==> config.mk <==
export PLATFORM = sky130hd
export DESIGN_NAME = ram8x4_loader_flat
export DESIGN_NICKNAME = d
export VERILOG_FILES = /design/src/rtl/ram8x4_pkg.sv /design/src/rtl/ram8x4_loader_if.sv /design/src/rtl/ram8x4_core.sv /design/src/rtl/ram8x4_loader.sv /design/src/flat_wrapper.sv
export SDC_FILE = /design/constraint.sdc
export NUM_CORES = 1
export LEC_CHECK = 0
export ABC_AREA = 1
export CORE_MARGIN = 3
export CORE_UTILIZATION = 50
export DETAILED_ROUTE_END_ITERATION = 16
export DONT_BUFFER_PORTS = 1
export HOLD_SLACK_MARGIN = 0.02
export MAX_ROUTING_LAYER = met4
export PLACE_DENSITY_LB_ADDON = 0.05
export REMOVE_ABC_BUFFERS = 1
export SYNTH_ARGS = -nofsm -noshare
export SYNTH_HDL_FRONTEND = slang
export SYNTH_SLANG_ARGS = --single-unit
==> constraint.sdc <==
create_clock -name clk -period 1.5 [get_ports clk]
set_input_delay 0.075 -clock clk [delete_from_list [all_inputs] [get_ports clk]]
set_output_delay 0.075 -clock clk [all_outputs]
set_load 0.02 [all_outputs]
==> src/rtl/ram8x4_pkg.sv <==
// Shared constants, FSM encoding and init pattern for the 8x4 loader RAM.
// Optional RAM8X4_INIT_EN selects the ROM-matching reset contents.
package ram8x4_pkg;

    localparam int DW    = 4;
    localparam int AW    = 3;
    localparam int DEPTH = 2 ** AW;

    typedef enum logic [1:0] {
        IDLE = 2'd0,
        LOAD = 2'd1,
        DONE = 2'd2
    } state_e;

    function automatic logic [DW-1:0] init_word(input logic [AW-1:0] i);
        return {i, 1'b0};
    endfunction

endpackage

==> src/rtl/ram8x4_loader_if.sv <==
// Bus bundle for ram8x4_loader: read port, direct write, burst stream.
// The master side drives requests; the slave side is the memory block.
interface ram8x4_loader_if;
    import ram8x4_pkg::*;

    logic [AW-1:0] addr;
    logic [DW-1:0] data;
    logic          wr_en;
    logic [AW-1:0] wr_addr;
    logic [DW-1:0] wr_data;
    logic          start;
    logic [AW-1:0] base_addr;
    logic [AW-1:0] len_m1;
    logic          in_valid;
    logic [DW-1:0] in_data;
    logic          in_ready;
    logic          busy;
    logic          done;

    modport master (
        output addr, wr_en, wr_addr, wr_data,
        output start, base_addr, len_m1, in_valid, in_data,
        input  data, in_ready, busy, done
    );

    modport slave (
        input  addr, wr_en, wr_addr, wr_data,
        input  start, base_addr, len_m1, in_valid, in_data,
        output data, in_ready, busy, done
    );

endinterface

==> src/rtl/ram8x4_core.sv <==
// 8x4 storage: one synchronous write port, async read, reset/init.
// RAM8X4_INIT_EN loads mem[i]=2*i on reset instead of clearing.
module ram8x4_core
    import ram8x4_pkg::*;
(
    input  logic          clk,
    input  logic          rst,
    input  logic          we_i,
    input  logic [AW-1:0] waddr_i,
    input  logic [DW-1:0] wdata_i,
    input  logic [AW-1:0] raddr_i,
    output logic [DW-1:0] rdata_o
);

    logic [DW-1:0] mem_q [DEPTH];

    always_ff @(posedge clk) begin
        if (rst) begin
            for (int i = 0; i < DEPTH; i++) begin
`ifdef RAM8X4_INIT_EN
                mem_q[i] <= init_word(AW'(i));
`else
                mem_q[i] <= '0;
`endif
            end
        end else if (we_i) begin
            mem_q[waddr_i] <= wdata_i;
        end
    end

    assign rdata_o = mem_q[raddr_i];

endmodule

==> src/rtl/ram8x4_loader.sv <==
// Writable 8x4 RAM with direct writes and a valid/ready burst loader.
// Build option RAM8X4_INIT_EN: reset contents mirror the 8x4 ROM.
module ram8x4_loader
    import ram8x4_pkg::*;
(
    input  logic clk,
    input  logic rst,
    ram8x4_loader_if.slave bus
);

    state_e        state_q;
    logic [AW-1:0] ptr_q;
    logic [AW-1:0] cnt_q;
    logic          in_ready_q;
    logic          busy_q;
    logic          done_q;

    logic          beat;
    logic          dir_wr;
    logic          we_d;
    logic [AW-1:0] waddr_d;
    logic [DW-1:0] wdata_d;

    assign beat   = (state_q == LOAD) && bus.in_valid && in_ready_q;
    assign dir_wr = (state_q == IDLE) && bus.wr_en;

    // Burst beats and direct writes are mutually exclusive by state.
    always_comb begin
        we_d    = 1'b0;
        waddr_d = bus.wr_addr;
        wdata_d = bus.wr_data;
        if (beat) begin
            we_d    = 1'b1;
            waddr_d = ptr_q;
            wdata_d = bus.in_data;
        end else if (dir_wr) begin
            we_d = 1'b1;
        end
    end

    always_ff @(posedge clk) begin
        if (rst) begin
            state_q    <= IDLE;
            ptr_q      <= '0;
            cnt_q      <= '0;
            in_ready_q <= 1'b0;
            busy_q     <= 1'b0;
            done_q     <= 1'b0;
        end else begin
            unique case (state_q)
                IDLE: begin
                    if (bus.start) begin
                        state_q    <= LOAD;
                        ptr_q      <= bus.base_addr;
                        cnt_q      <= bus.len_m1;
                        in_ready_q <= 1'b1;
                        busy_q     <= 1'b1;
                    end
                end
                LOAD: begin
                    if (beat) begin
                        ptr_q <= ptr_q + AW'(1);
                        if (cnt_q == '0) begin
                            state_q    <= DONE;
                            in_ready_q <= 1'b0;
                            done_q     <= 1'b1;
                        end else begin
                            cnt_q <= cnt_q - AW'(1);
                        end
                    end
                end
                DONE: begin
                    state_q <= IDLE;
                    busy_q  <= 1'b0;
                    done_q  <= 1'b0;
                end
                default: begin
                    state_q    <= IDLE;
                    in_ready_q <= 1'b0;
                    busy_q     <= 1'b0;
                    done_q     <= 1'b0;
                end
            endcase
        end
    end

    assign bus.in_ready = in_ready_q;
    assign bus.busy     = busy_q;
    assign bus.done     = done_q;

    ram8x4_core u_core (
        .clk     (clk),
        .rst     (rst),
        .we_i    (we_d),
        .waddr_i (waddr_d),
        .wdata_i (wdata_d),
        .raddr_i (bus.addr),
        .rdata_o (bus.data)
    );

endmodule

==> src/flat_wrapper.sv <==
// flat-port wrapper written by rule: the top's interface ports become plain ports
module ram8x4_loader_flat import ram8x4_pkg::*;
  (clk, rst, bus_addr, bus_wr_en, bus_wr_addr, bus_wr_data, bus_start, bus_base_addr, bus_len_m1, bus_in_valid, bus_in_data, bus_data, bus_in_ready, bus_busy, bus_done);
  ram8x4_loader_if bus_i ();
  input  logic clk;
  input  logic rst;
  input wire logic [$bits(bus_i.addr)-1:0] bus_addr;
  input wire logic [$bits(bus_i.wr_en)-1:0] bus_wr_en;
  input wire logic [$bits(bus_i.wr_addr)-1:0] bus_wr_addr;
  input wire logic [$bits(bus_i.wr_data)-1:0] bus_wr_data;
  input wire logic [$bits(bus_i.start)-1:0] bus_start;
  input wire logic [$bits(bus_i.base_addr)-1:0] bus_base_addr;
  input wire logic [$bits(bus_i.len_m1)-1:0] bus_len_m1;
  input wire logic [$bits(bus_i.in_valid)-1:0] bus_in_valid;
  input wire logic [$bits(bus_i.in_data)-1:0] bus_in_data;
  output wire logic [$bits(bus_i.data)-1:0] bus_data;
  output wire logic [$bits(bus_i.in_ready)-1:0] bus_in_ready;
  output wire logic [$bits(bus_i.busy)-1:0] bus_busy;
  output wire logic [$bits(bus_i.done)-1:0] bus_done;
  assign bus_i.addr = bus_addr;
  assign bus_i.wr_en = bus_wr_en;
  assign bus_i.wr_addr = bus_wr_addr;
  assign bus_i.wr_data = bus_wr_data;
  assign bus_i.start = bus_start;
  assign bus_i.base_addr = bus_base_addr;
  assign bus_i.len_m1 = bus_len_m1;
  assign bus_i.in_valid = bus_in_valid;
  assign bus_i.in_data = bus_in_data;
  assign bus_data = bus_i.data;
  assign bus_in_ready = bus_i.in_ready;
  assign bus_busy = bus_i.busy;
  assign bus_done = bus_i.done;
  ram8x4_loader u_core (.clk(clk), .rst(rst), .bus(bus_i));
endmodule
# Word level (Yosys, flattened, before mapping)
# Memory sizes are Yosys's and may differ from the RTL's.
# Cells that the tools add are included.
# totals
reg_bits,11
ram_bits,32
inputBits,25
output_inout_bits,7
elab_cells,62
memories,1
# op_classes
n_addsub,2
n_eq_ne,6
muxes,31
bitwise_logic,3
n_reduce_logical,13
# memory_table
name,depth,width,read_ports,rd_clocked_by_memory_dff,write_ports,line_no,text
u_core.u_core.mem_q,8,4,1,0,8,ram8x4_core.sv:15,logic [DW-1:0] mem_q [DEPTH];
# ops
operator,count
$mux 3,7
$mux 1,13
$pmux 3 s2,2
$reduce_and 3->1,3
$mux 4,2
$reduce_and 4->1,2
$mux 2,3
$ne 2x2->1 const B,3
$pmux 1 s2,2
$pmux 2 s2,1
$reduce_or 4->1,1
$add 3x1->3 const B,1
$logic_and 1x1->1,3
$logic_not 3->1,1
$not 1->1,3
$pmux 1 s3,1
$sub 3x1->3 const B,1
$eq 2x1->1 const B,1
$eq 2x2->1 const B,1
$logic_not 2->1,1
$ne 2x1->1 const B,1
$reduce_and 2->1,1
$reduce_bool 2->1,1

# Longest topological paths before layout
# Gate-level depths: netlist of the first run.
# depth
word_depth,9
mapped_depth,9
depth_no_buf,8

# Modules after synthesis
# Synthesis of the first run repeated with hierarchy kept, for this count alone.
# unflattened
hier_cells,316
area_unflattened_um2,2379.8
# by_module_without_submodules
module,n_inst,cells_each,area_per_inst_um2,seq_area_each_um2
ram8x4_core,1,203,1682.9,960.9
ram8x4_loader,1,113,696.9,220.2

# Worst setup path before layout of the first run
# Ideal clock, no wire load.
# synth_timing
kind,register to register
start,"reg u_core.in_ready_q, in the netlist u_core.bus.in_ready"
end,"mem u_core.u_core.mem_q[4][0], enable pin"
setup_ps,308
t_arrival_ps,1354
required_ps,1192
slack_ps,-161
path_stages_with_launch,10
n_path_buf,1
period_less_slack_ps,1661
cell_sequence,dfxtp_1 -> nand2_1 -> inv_1 -> nand2_1 -> buf_6 -> nand2_1 -> nand2_1 -> nor2_2 -> nand2_1 -> nand2_1
# synth_rtl
item,line_no,text
"start, declared",ram8x4_loader.sv:14,logic in_ready_q;
"start signal, assigned",ram8x4_loader.sv:46,in_ready_q <= 1'b0;
"start signal, assigned",ram8x4_loader.sv:56,in_ready_q <= 1'b1;
"start signal, assigned",ram8x4_loader.sv:65,in_ready_q <= 1'b0;
"end, declared",ram8x4_core.sv:15,

==> results of run 1 <==
-- cells in the final DEF, fill, tap and decap left out --
cell	synthesis	layout
sky130_fd_sc_hd__o22ai_1	8	8
sky130_fd_sc_hd__clkbuf_8	0	5
sky130_fd_sc_hd__clkbuf_1	4	1
sky130_fd_sc_hd__dlygate4sd3_1	0	4
sky130_fd_sc_hd__buf_4	0	7
sky130_fd_sc_hd__nor2_4	0	8
sky130_fd_sc_hd__ha_1	3	3
sky130_fd_sc_hd__bufinv_16	0	2
sky130_fd_sc_hd__nand2_2	0	20
sky130_fd_sc_hd__buf_6	1	10
sky130_fd_sc_hd__nand3_1	5	5
sky130_fd_sc_hd__inv_1	18	17
sky130_fd_sc_hd__a22oi_1	1	1
sky130_fd_sc_hd__dfxtp_1	11	8
sky130_fd_sc_hd__inv_2	1	2
sky130_fd_sc_hd__nor2_2	3	16
sky130_fd_sc_hd__a21oi_1	7	7
sky130_fd_sc_hd__nor2_1	61	40
sky130_fd_sc_hd__nand2_4	0	8
sky130_fd_sc_hd__dfxtp_4	0	1
sky130_fd_sc_hd__nor3_1	1	1
sky130_fd_sc_hd__o21ai_0	23	23
sky130_fd_sc_hd__edfxtp_1	32	32
sky130_fd_sc_hd__buf_12	0	1
sky130_fd_sc_hd__dfxtp_2	0	2
sky130_fd_sc_hd__nand2_1	71	43
sky130_fd_sc_hd__o21ai_4	0	4
sky130_fd_sc_hd__or2_2	6	5
sky130_fd_sc_hd__or2_4	0	1
-- kinds of logic after synthesis --
| logic type | after synthesis |
|---|---|
| buffers and inverters | 25 |
| AND/OR/NAND/NOR | 147 |
| flip-flops | 43 |
| adder cells (fa/ha/maj) | 3 |
| AO/OA/AOI/OAI | 43 |
-- layer usage --
layer | part of all wire [%] | GRT usage, % | vias up
met5 | 0 | - | -
li1 | - | - | 903
met3 | 5.3 | 4.77 | 11
met4 | 2.2 | 8.77 | 0
met1 | 41 | 22.7 | 807
met2 | 52 | 34.2 | 52
-- layout make-up --
type                            instances  area (um^2)  share of cell area (%)
Multi-Input combinational cell        193         1100                    39.5
Clock inverter                          2         60.1                    2.16
Inverter                               19         71.3                    2.57
Sequential cell                        43         1190                    42.8
Timing Repair Buffer                   22          225                    8.11
Tap cell                               50         62.6                    2.25
Clock buffer                            6         72.6                    2.61
-- repair_timing --
item,CTS,global route
setup endpoints to repair,64,65
endpoints found under the hold margin,10,0
hold buffers,4,0
pin swaps,8,22
resized for setup,28,57
-- registers in the layout, indices dropped and copies added, names as in the netlist --
name,flops
u_core.bus.in_ready,1
u_core.bus.done,1
u_core.u_core.mem_q,32
u_core.state_q,2
u_core.ptr_q,3
u_core.bus.busy,1
u_core.cnt_q,3
-- critical path: cells and delay by family, from the launching register on --
family                 cells  cell delay (ns)
buffers and inverters      2             0.19
and+or+nand+nor            7             0.71
DFF                        1             0.37
-- final timing paths --
path | startpoint | end | slack, ns | depth (start not counted)
max reg2reg | u_core.state_q[0] | u_core.u_core.mem_q[6][0] | -0.03 | 9
min | bus_len_m1[0] | u_core.cnt_q[0] | 0.05 | 3
min reg2reg | u_core.cnt_q[2] | u_core.cnt_q[2] | 0.46 | 2
max | u_core.state_q[0] | u_core.u_core.mem_q[6][0] | -0.03 | 9
-- through the flow --
stage | power [mW] | cells | util [%] | instance area, um^2
after floorplan | 1.64 | 255 | - | 2110
after global placement | 1.75 | 323 | 57.3 | 2320
after detailed placement | 1.75 | 323 | 57.3 | 2320
after CTS | 2.84 | 335 | 63.8 | 2590
after global routing | 2.99 | 335 | 68.4 | 2780
final | 2.86 | 335 | 68.4 | 2780
-- report_power, final --
| part | switching, mW | total, mW | internal [mW] |
|---|---|---|---|
| Combinational | 0.270 | 0.430 | 0.160 |
| Clock | 0.385 | 1.05 | 0.665 |
| Sequential | 0.0381 | 1.38 | 1.34 |
| Total | 0.693 | 2.86 | 2.17 |
==> flow_summary.rst, run 1 <==
.. list-table::
   :header-rows: 1

   * - Metric
     - Value
   * - Vias per Instance
     - 5.29
   * - Leakage power summed over all cells
     - 1.11 nW
   * - Critical path arrival
     - roughly 1.5 ns
   * - Setup repair after global routing missed its margin
     - yes
   * - Number of global-route vias before repair
     - 1770
   * - Actual transition at the worst max-transition pin
     - a little under 0.4 ns
   * - Worst vdd ir
     - between 0.0005 and 0.0006 V
   * - Area grow syn2layout
     - 29.4%
   * - Kind of end point of the critical path
     - register
   * - Violation count after the first detailed-route iteration
     - between 70 and 80
   * - Share of the yosys chip area belonging to registers
     - a little under three fifths
   * - Largest fanout on the critical path
     - 8
   * - Clk_lat worst skew
     - 0.29 ns
   * - Clock tree from TritonCTS
     - built
   * - Floorplan die height
     - 71.5 um
   * - Most used standard cell by instance count after synthesis
     - sky130_fd_sc_hd__nand2_1
   * - Global routing usage summed across all routing layers
     - roughly 20%
   * - Status
     - finished, violations left
   * - Post-synthesis area per instance
     - roughly 8 um^2
   * - Maximum frequency from static timing analysis
     - around 650 MHz
   * - Antenna viol nets, final
     - 0
   * - Master of the slowest instance on the critical path
     - sky130_fd_sc_hd__dfxtp_2
   * - Post-synth top flop
     - sky130_fd_sc_hd__edfxtp_1
   * - Pin count of the biggest net entering global routing
     - 18
   * - Clock-pin slew of the registers on the worst-case setup and hold paths
     - about 0.080 ns
   * - Kind of critical path
     - register to register
   * - Routed WL
     - around 4800 um
   * - Nets
     - 312
   * - Post-synthesis share of cell area spent on and, or, nand and nor gates
     - ~27%
   * - CTS Buf Count
     - 5
   * - Share of async-settable or async-resettable flops after synthesis
     - 0%
   * - Violated checks
     - negative setup slack
   * - Synth Instances
     - 261
   * - Synth unique cells
     - 19
   * - Final hold violations
     - 0
   * - Post-synthesis adder-cell area fraction
     - about 1.7%
   * - Max-cap violations
     - 0
   * - Critical Path, Cell by Cell
     - inv_2, nor2_4, nand2_2, buf_6, nand2_1, nand2_2, nor2_4, nand2_2, nand2_4
   * - Combinational family with the most area after synthesis
     - simple AND/OR/NAND/NOR gates
   * - Netlist area before placement
     - around 2100 um^2
   * - First-pass GRT wire length
     - slightly below 8000 um
   * - Yosys synthesis warning count
     - 0
   * - Fraction of final layout cells with drive strength greater than 1
     - between 30% and 40%
   * - Remaining max-slew budget at the tightest pin
     - between 70% and 80%
   * - Post-synthesis cell type with the largest combined area
     - sky130_fd_sc_hd__edfxtp_1
   * - Flip-flop and latch count after synthesis
     - 43
   * - Number of H-tree levels
     - 2
   * - Core area
     - approximately 4000 um^2
   * - Worst hold path type
     - input pin to register
   * - Number of design rule violations left after detail routing
     - 0
   * - Number of clock sinks
     - 43
   * - Worst-case clock skew
     - between 0.003 and 0.004 ns
   * - Starting Density
     - between 50% and 60%
   * - Total power per unit cell area
     - between 1000 and 1500 nW/um^2
   * - Detail Placement HPWL
     - around 3400 um
   * - Placement Rows
     - 23
   * - Setup-failing EPs final
     - 14
   * - Cell repeated most along the worst path
     - sky130_fd_sc_hd__nand2_2
   * - Largest incremental delay on the critical path
     - about 0.37 ns
   * - Initial antenna violation count
     - 0
   * - Die width
     - approximately 72 um
   * - Final max-slew violation count
     - 0
   * - Full die area
     - between 5000 and 6000 um^2
   * - Root Driver
     - sky130_fd_sc_hd__clkbuf_8
   * - Final critical path time including I/O delays and setup
     - 1.53 ns
   * - Post-route clock period utilization
     - 102%
   * - Count of fill cells added during filler insertion
     - between 300 and 400
   * - Sum of negative setup slack
     - -0.199 ns
   * - Setup slack of the critical path after layout
     - -0.0294 ns
   * - Leading cell types by count after synthesis
     - sky130_fd_sc_hd__nand2_1 (71), sky130_fd_sc_hd__nor2_1 (61), sky130_fd_sc_hd__edfxtp_1 (32)
   * - XOR/XNOR Fraction of Synth Area
     - 0%
   * - Startpoint Class
     - register
   * - Port buffer count
     - 0
   * - Routability congestion estimate from global placement
     - 0.807
   * - Tightest hold margin
     - ~0.047 ns
   * - Multiplexer fraction of the synthesized cell area
     - 0%
   * - Routed length per instance
     - between 10 and 15 um
   * - Number of search-and-repair iterations in the first detailed-routing pass
     - 4
   * - Largest buffer count on any clock path
     - 2
   * - Most area-consuming cells after synthesis
     - sky130_fd_sc_hd__edfxtp_1 (45%), sky130_fd_sc_hd__nand2_1 (12%), sky130_fd_sc_hd__nor2_1 (11%), sky130_fd_sc_hd__dfxtp_1 (10%), sky130_fd_sc_hd__o21ai_0 (5.4%)
   * - Data required, critical path
     - ~1.5 ns
   * - Total setup buffers inserted after CTS
     - 0
   * - Io pins
     - 32
   * - Diodes inserted
     - 0
   * - Fraction of the mapped netlist area in compound gates
     - roughly 11%
   * - Total global routing overflow
     - 0
   * - Number of enable flip-flop cells after synthesis
     - 32
   * - DR vias
     - between 1500 and 2000
   * - Worst slack after detailed placement
     - -0.133 ns
   * - Fraction of synthesized cell area taken by the top area cell type
     - approximately 45%
Power figures use the tool's default switching activity.
==> run 2: changes to the inputs <==
--- a/config.mk
+++ b/config.mk
@@ -5,13 +5,11 @@
 export SDC_FILE = /design/constraint.sdc
 export NUM_CORES = 1
 export LEC_CHECK = 0
-export ABC_AREA = 1
 export CORE_MARGIN = 3
 export CORE_UTILIZATION = 50
 export DETAILED_ROUTE_END_ITERATION = 16
 export DONT_BUFFER_PORTS = 1
 export HOLD_SLACK_MARGIN = 0.02
-export MAX_ROUTING_LAYER = met4
 export PLACE_DENSITY_LB_ADDON = 0.05
 export REMOVE_ABC_BUFFERS = 1
 export SYNTH_ARGS = -nofsm -noshare
==> run 2 against run 1 <==
  * The run still ends with negative setup slack left
  * Hold slack worse by 0.015 ns
  * Register-to-register slack got worse by 0.10 ns
  * Clock skew is 0.0027 ns higher
  * Die area grew 1.2%
  * Setup slack worse by 0.10 ns
  * Wire length increased by 6.4%
  * Utilization decreased by 1.2 points
  * Largest power group unchanged
==> flow_summary.rst, run 2 <==
.. list-table::
   :header-rows: 1

   * - Metric
     - Value
   * - Clk_lat worst skew
     - 0.29 ns (about the same)
   * - Critical path arrival
     - 1.69 ns (+0.15 ns)
   * - Nets
     - 242 (-22%)
   * - Largest registers
     - u_core.u_core.mem_q (32), u_core.cnt_q (3), u_core.ptr_q (3)
   * - Capture endpoint of the worst hold path
     - u_core.cnt_q[0]
   * - Final hold violations
     - 0 (unchanged)
   * - Worst hold path type
     - input pin to register
   * - Yosys synthesis warning count
     - 0 (unchanged)
   * - Tightest hold margin
     - 0.0322 ns (-0.0151 ns)
   * - Setup-failing EPs final
     - 68 (+54)
   * - Final critical path time including I/O delays and setup
     - 1.63 ns (+0.101 ns)
   * - Number of global-route vias before repair
     - 1691 (-4.5%)
   * - Violation count after the first detailed-route iteration
     - 98 (+24%)
   * - Worst vdd ir
     - 0.000663 V (+12%)
   * - Largest buffer count on any clock path
     - 2 (unchanged)
   * - Combined buffer and inverter count along the critical path
     - 2 (unchanged)
   * - Most area-consuming cells after synthesis
     - sky130_fd_sc_hd__edfxtp_1 (44%), sky130_fd_sc_hd__dfxtp_1 (10%), sky130_fd_sc_hd__mux4_2 (8.3%), sky130_fd_sc_hd__nor2_1 (7.3%), sky130_fd_sc_hd__mux2_2 (5.7%)
   * - Antenna viol nets, final
     - 0 (unchanged)
   * - Master of the slowest instance on the critical path
     - sky130_fd_sc_hd__mux2_4
   * - Leakage power summed over all cells
     - 0.996 nW (-11%)
   * - Largest incremental delay on the critical path
     - 0.35 ns (-0.02 ns)
   * - Kind of end point of the critical path
     - register
   * - Worst reg-to-reg setup slack
     - -0.13 ns (-0.10 ns)
   * - Detail Placement HPWL
     - 3910 um (+14%)
   * - Routability congestion estimate from global placement
     - 0.775 (-4.0%)
   * - Number of design rule violations left after detail routing
     - 0 (unchanged)
   * - Data required, critical path
     - 1.56 ns (+0.05 ns)
   * - Clock tree from TritonCTS
     - built
   * - Routed length per instance
     - 19.2 um (+35%)
   * - Worst-case clock skew
     - 0.00629 ns (+0.00267 ns)
   * - Setup repair after global routing missed its margin
     - yes
   * - Worst hold path stage count
     - 3 (unchanged)
   * - Core area
     - 4090 um^2 (+0.71%)
   * - Number of enable flip-flop cells after synthesis
     - 32 (unchanged)
   * - Final max-slew violation count
     - 0 (unchanged)
   * - Largest fanout on the critical path
     - 7 (-1)
   * - Critical Path, Cell by Cell
     - nand4b_1, buf_6, mux2_4, nand2_2, o21ai_1, buf_4
   * - Violated checks
     - negative setup slack
   * - Global routing usage summed across all routing layers
     - 21.8% (+1.6 points)
   * - Port buffer count
     - 0 (unchanged)
   * - Full die area
     - 5170 um^2 (+1.2%)
   * - Root Driver
     - sky130_fd_sc_hd__clkbuf_8
   * - Initial antenna violation count
     - 0 (unchanged)
   * - Synth Instances
     - 181 (-31%)
   * - Kind of critical path
     - register to register
   * - Final Non-Filler Cells
     - 265 (-21%)
   * - Register ranked first by flip-flop count
     - u_core.u_core.mem_q
   * - CTS Buf Count
     - 5 (unchanged)
   * - Remaining max-slew budget at the tightest pin
     - 70.9% (-3.2 points)
   * - Post-route total power
     - 2.56 mW (-10%)
   * - Fraction of final layout cells with drive strength greater than 1
     - 43.7% (+11 points)
   * - Critical register-to-register path endpoint
     - u_core.u_core.mem_q[7][2]
   * - Post-route clock period utilization
     - 109% (+6.7 points)
   * - Share of async-settable or async-resettable flops after synthesis
     - 0% (unchanged)
   * - Final instance area
     - 2750 um^2 (-1.1%)
   * - Die width
     - 71.9 um (+0.59%)
   * - Flip-flop and latch count after synthesis
     - 43 (unchanged)
   * - Total power per unit cell area
     - 933 nW/um^2 (-9.5%)
   * - Final core occ
     - 67.2% (-1.2 points)
   * - Routed WL
     - 5100 um (+6.4%)
   * - Top library cells by usage in the layout, fill and taps aside
     - sky130_fd_sc_hd__nor2_1 (41), sky130_fd_sc_hd__edfxtp_1 (32), sky130_fd_sc_hd__buf_4 (24)
   * - Io pins
     - 32 (unchanged)
   * - Floorplan die height
     - 71.9 um (+0.59%)
   * - Post-synthesis cell type with the largest combined area
     - sky130_fd_sc_hd__edfxtp_1
   * - Number of clock sinks
     - 43 (unchanged)
   * - Count of fill cells added during filler insertion
     - 307 (-7.3%)
   * - Most common cell after layout, fill and taps aside
     - sky130_fd_sc_hd__nor2_1
   * - Dpl cell area
     - 2370 um^2 (+1.8%)
   * - Setup slack of the critical path after layout
     - -0.131 ns (-0.101 ns)
   * - Placement Rows
     - 23 (unchanged)
   * - Post-synth top flop
     - sky130_fd_sc_hd__edfxtp_1
   * - Vias per Instance
     - 5.84 (+10%)
   * - Flip-flop count of the largest register after layout
     - 32 (unchanged)
   * - First-pass GRT wire length
     - 8430 um (+9.1%)
   * - Netlist area before placement
     - 2170 um^2 (+1.3%)
   * - FF-to-FF path depth
     - 6 (-3)
   * - Number of H-tree levels
     - 2 (unchanged)
   * - Placed cells
     - 248 (-23%)
   * - Startpoint Class
     - register
   * - DR vias
     - 1547 (-13%)
   * - Startpoint of the lowest-slack register-to-register path
     - u_core.state_q[1]
   * - Clock-pin slew of the registers on the worst-case setup and hold paths
     - 0.08 ns (about the same)
   * - Total global routing overflow
     - 0 (unchanged)
   * - Actual transition at the worst max-transition pin
     - 0.435 ns (+0.0463 ns)
   * - Pin count of the biggest net entering global routing
     - 14 (-4)
   * - Number of search-and-repair iterations in the first detailed-routing pass
     - 4 (unchanged)
   * - Post-synthesis area per instance
     - 12.0 um^2 (+46%)
   * - CP delay by family, top
     - multiplexers
   * - Max-cap violations
     - 0 (unchanged)
   * - Hold path startpoint
     - bus_len_m1[0]
   * - Status
     - finished, violations left
   * - Starting Density
     - 53.2% (+0.30 points)
   * - Share of the yosys chip area belonging to registers
     - 54.3% (-0.70 points)
   * - Fraction of synthesized cell area taken by the top area cell type
     - 44.2% (-0.57 points)
   * - Synth unique cells
     - 37 (+18)
   * - Maximum frequency from static timing analysis
     - 613 MHz (-6.2%)
   * - Worst slack after detailed placement
     - -0.231 ns (-0.0975 ns)
   * - Sum of negative setup slack
     - -6.10 ns (-5.90 ns)
   * - Area grow syn2layout
     - 26.3%
   * - Diodes inserted
     - 0 (unchanged)
   * - Leading cell types by count after synthesis
     - sky130_fd_sc_hd__nor2_1 (42), sky130_fd_sc_hd__edfxtp_1 (32), sky130_fd_sc_hd__dfxtp_1 (11), sky130_fd_sc_hd__mux2_2 (11)
   * - Most used standard cell by instance count after synthesis
     - sky130_fd_sc_hd__nor2_1
-- run 2: changes by cell type in the layout (fill, tap and decap cells not counted), sizes merged, moves of 6 or more --
cell / previous run / this run
mux2: 0 / 11
o21ai: 27 / 11
or2: 6 / 0
inv: 19 / 7
nand2: 71 / 8
o22ai: 8 / 0
nor2: 64 / 42
buf: 18 / 30
mux4: 0 / 8
-- run 2: worst max-delay path by stage --
stage	startpoint	endpoint	slack, ns	cells past startpoint
global placement	u_core.state_q[1]	u_core.u_core.mem_q[4][0]	-0.18	6
finish	u_core.state_q[1]	u_core.u_core.mem_q[7][2]	-0.13	6
floorplan	u_core.bus.in_ready	u_core.u_core.mem_q[2][0]	-0.74	4
CTS	u_core.state_q[1]	u_core.u_core.mem_q[1][2]	-0.12	6
detailed placement	u_core.state_q[1]	u_core.u_core.mem_q[4][2]	-0.23	6
global route	u_core.bus.in_ready	u_core.u_core.mem_q[1][1]	-0.17	6
-- run 2: timing repair --
| action | 4_1_cts | 5_1_grt |
|---|---|---|
| setup endpoints to repair | 72 | 75 |
| pin swaps | 8 | 6 |
| resized for setup | 41 | 16 |
| buffers inserted | 3 | 3 |
| hold buffers | 3 | 0 |
| hold endpoints to repair | 10 | 0 |
-- run 2: worst min-delay path: stages --
cell and delay, ns:
sky130_fd_sc_hd__inv_1 0.03, sky130_fd_sc_hd__nand2_1 0.05, sky130_fd_sc_hd__a32o_1 0.14
-- run 2: layer usage --
layer	share of wire (%)	GRT usage (%)	wire (um)
met1	38	23.2	1920
met2	55	41.2	2790
met3	5.3	6.51	272
met4	2.3	6.47	118
met5	0	0	0
-- run 2: area by class of cell --
class                      count  area (um^2)  share of cell area, %
clock buffer                   6         72.6                   2.64
clock inverter                 2         12.5                  0.456
inverter                       7         26.3                  0.957
multi-input combinational    124         1110                   40.3
sequential                    43         1190                   43.2
timing repair buffer          33          278                   10.1
tap                           50         62.6                   2.28
-- run 2: kinds of logic (layout without fill, tap and decap cells) --
group / after synthesis / after routing / share of synthesized area [%]
flip-flops: 43 / 43 / 54.3
buffers and inverters: 14 / 48 / 3.51
AO/OA/AOI/OAI: 28 / 28 / 8.69
AND/OR/NAND/NOR: 70 / 70 / 15.7
adder cells (fa/ha/maj): 3 / 3 / 1.73
multiplexers: 23 / 23 / 16.0
-- run 2: power breakdown --
group	internal, mW	total (mW)	switching [mW]
Combinational	0.235	0.469	0.234
Clock	0.325	0.711	0.386
Sequential	1.34	1.38	0.0399
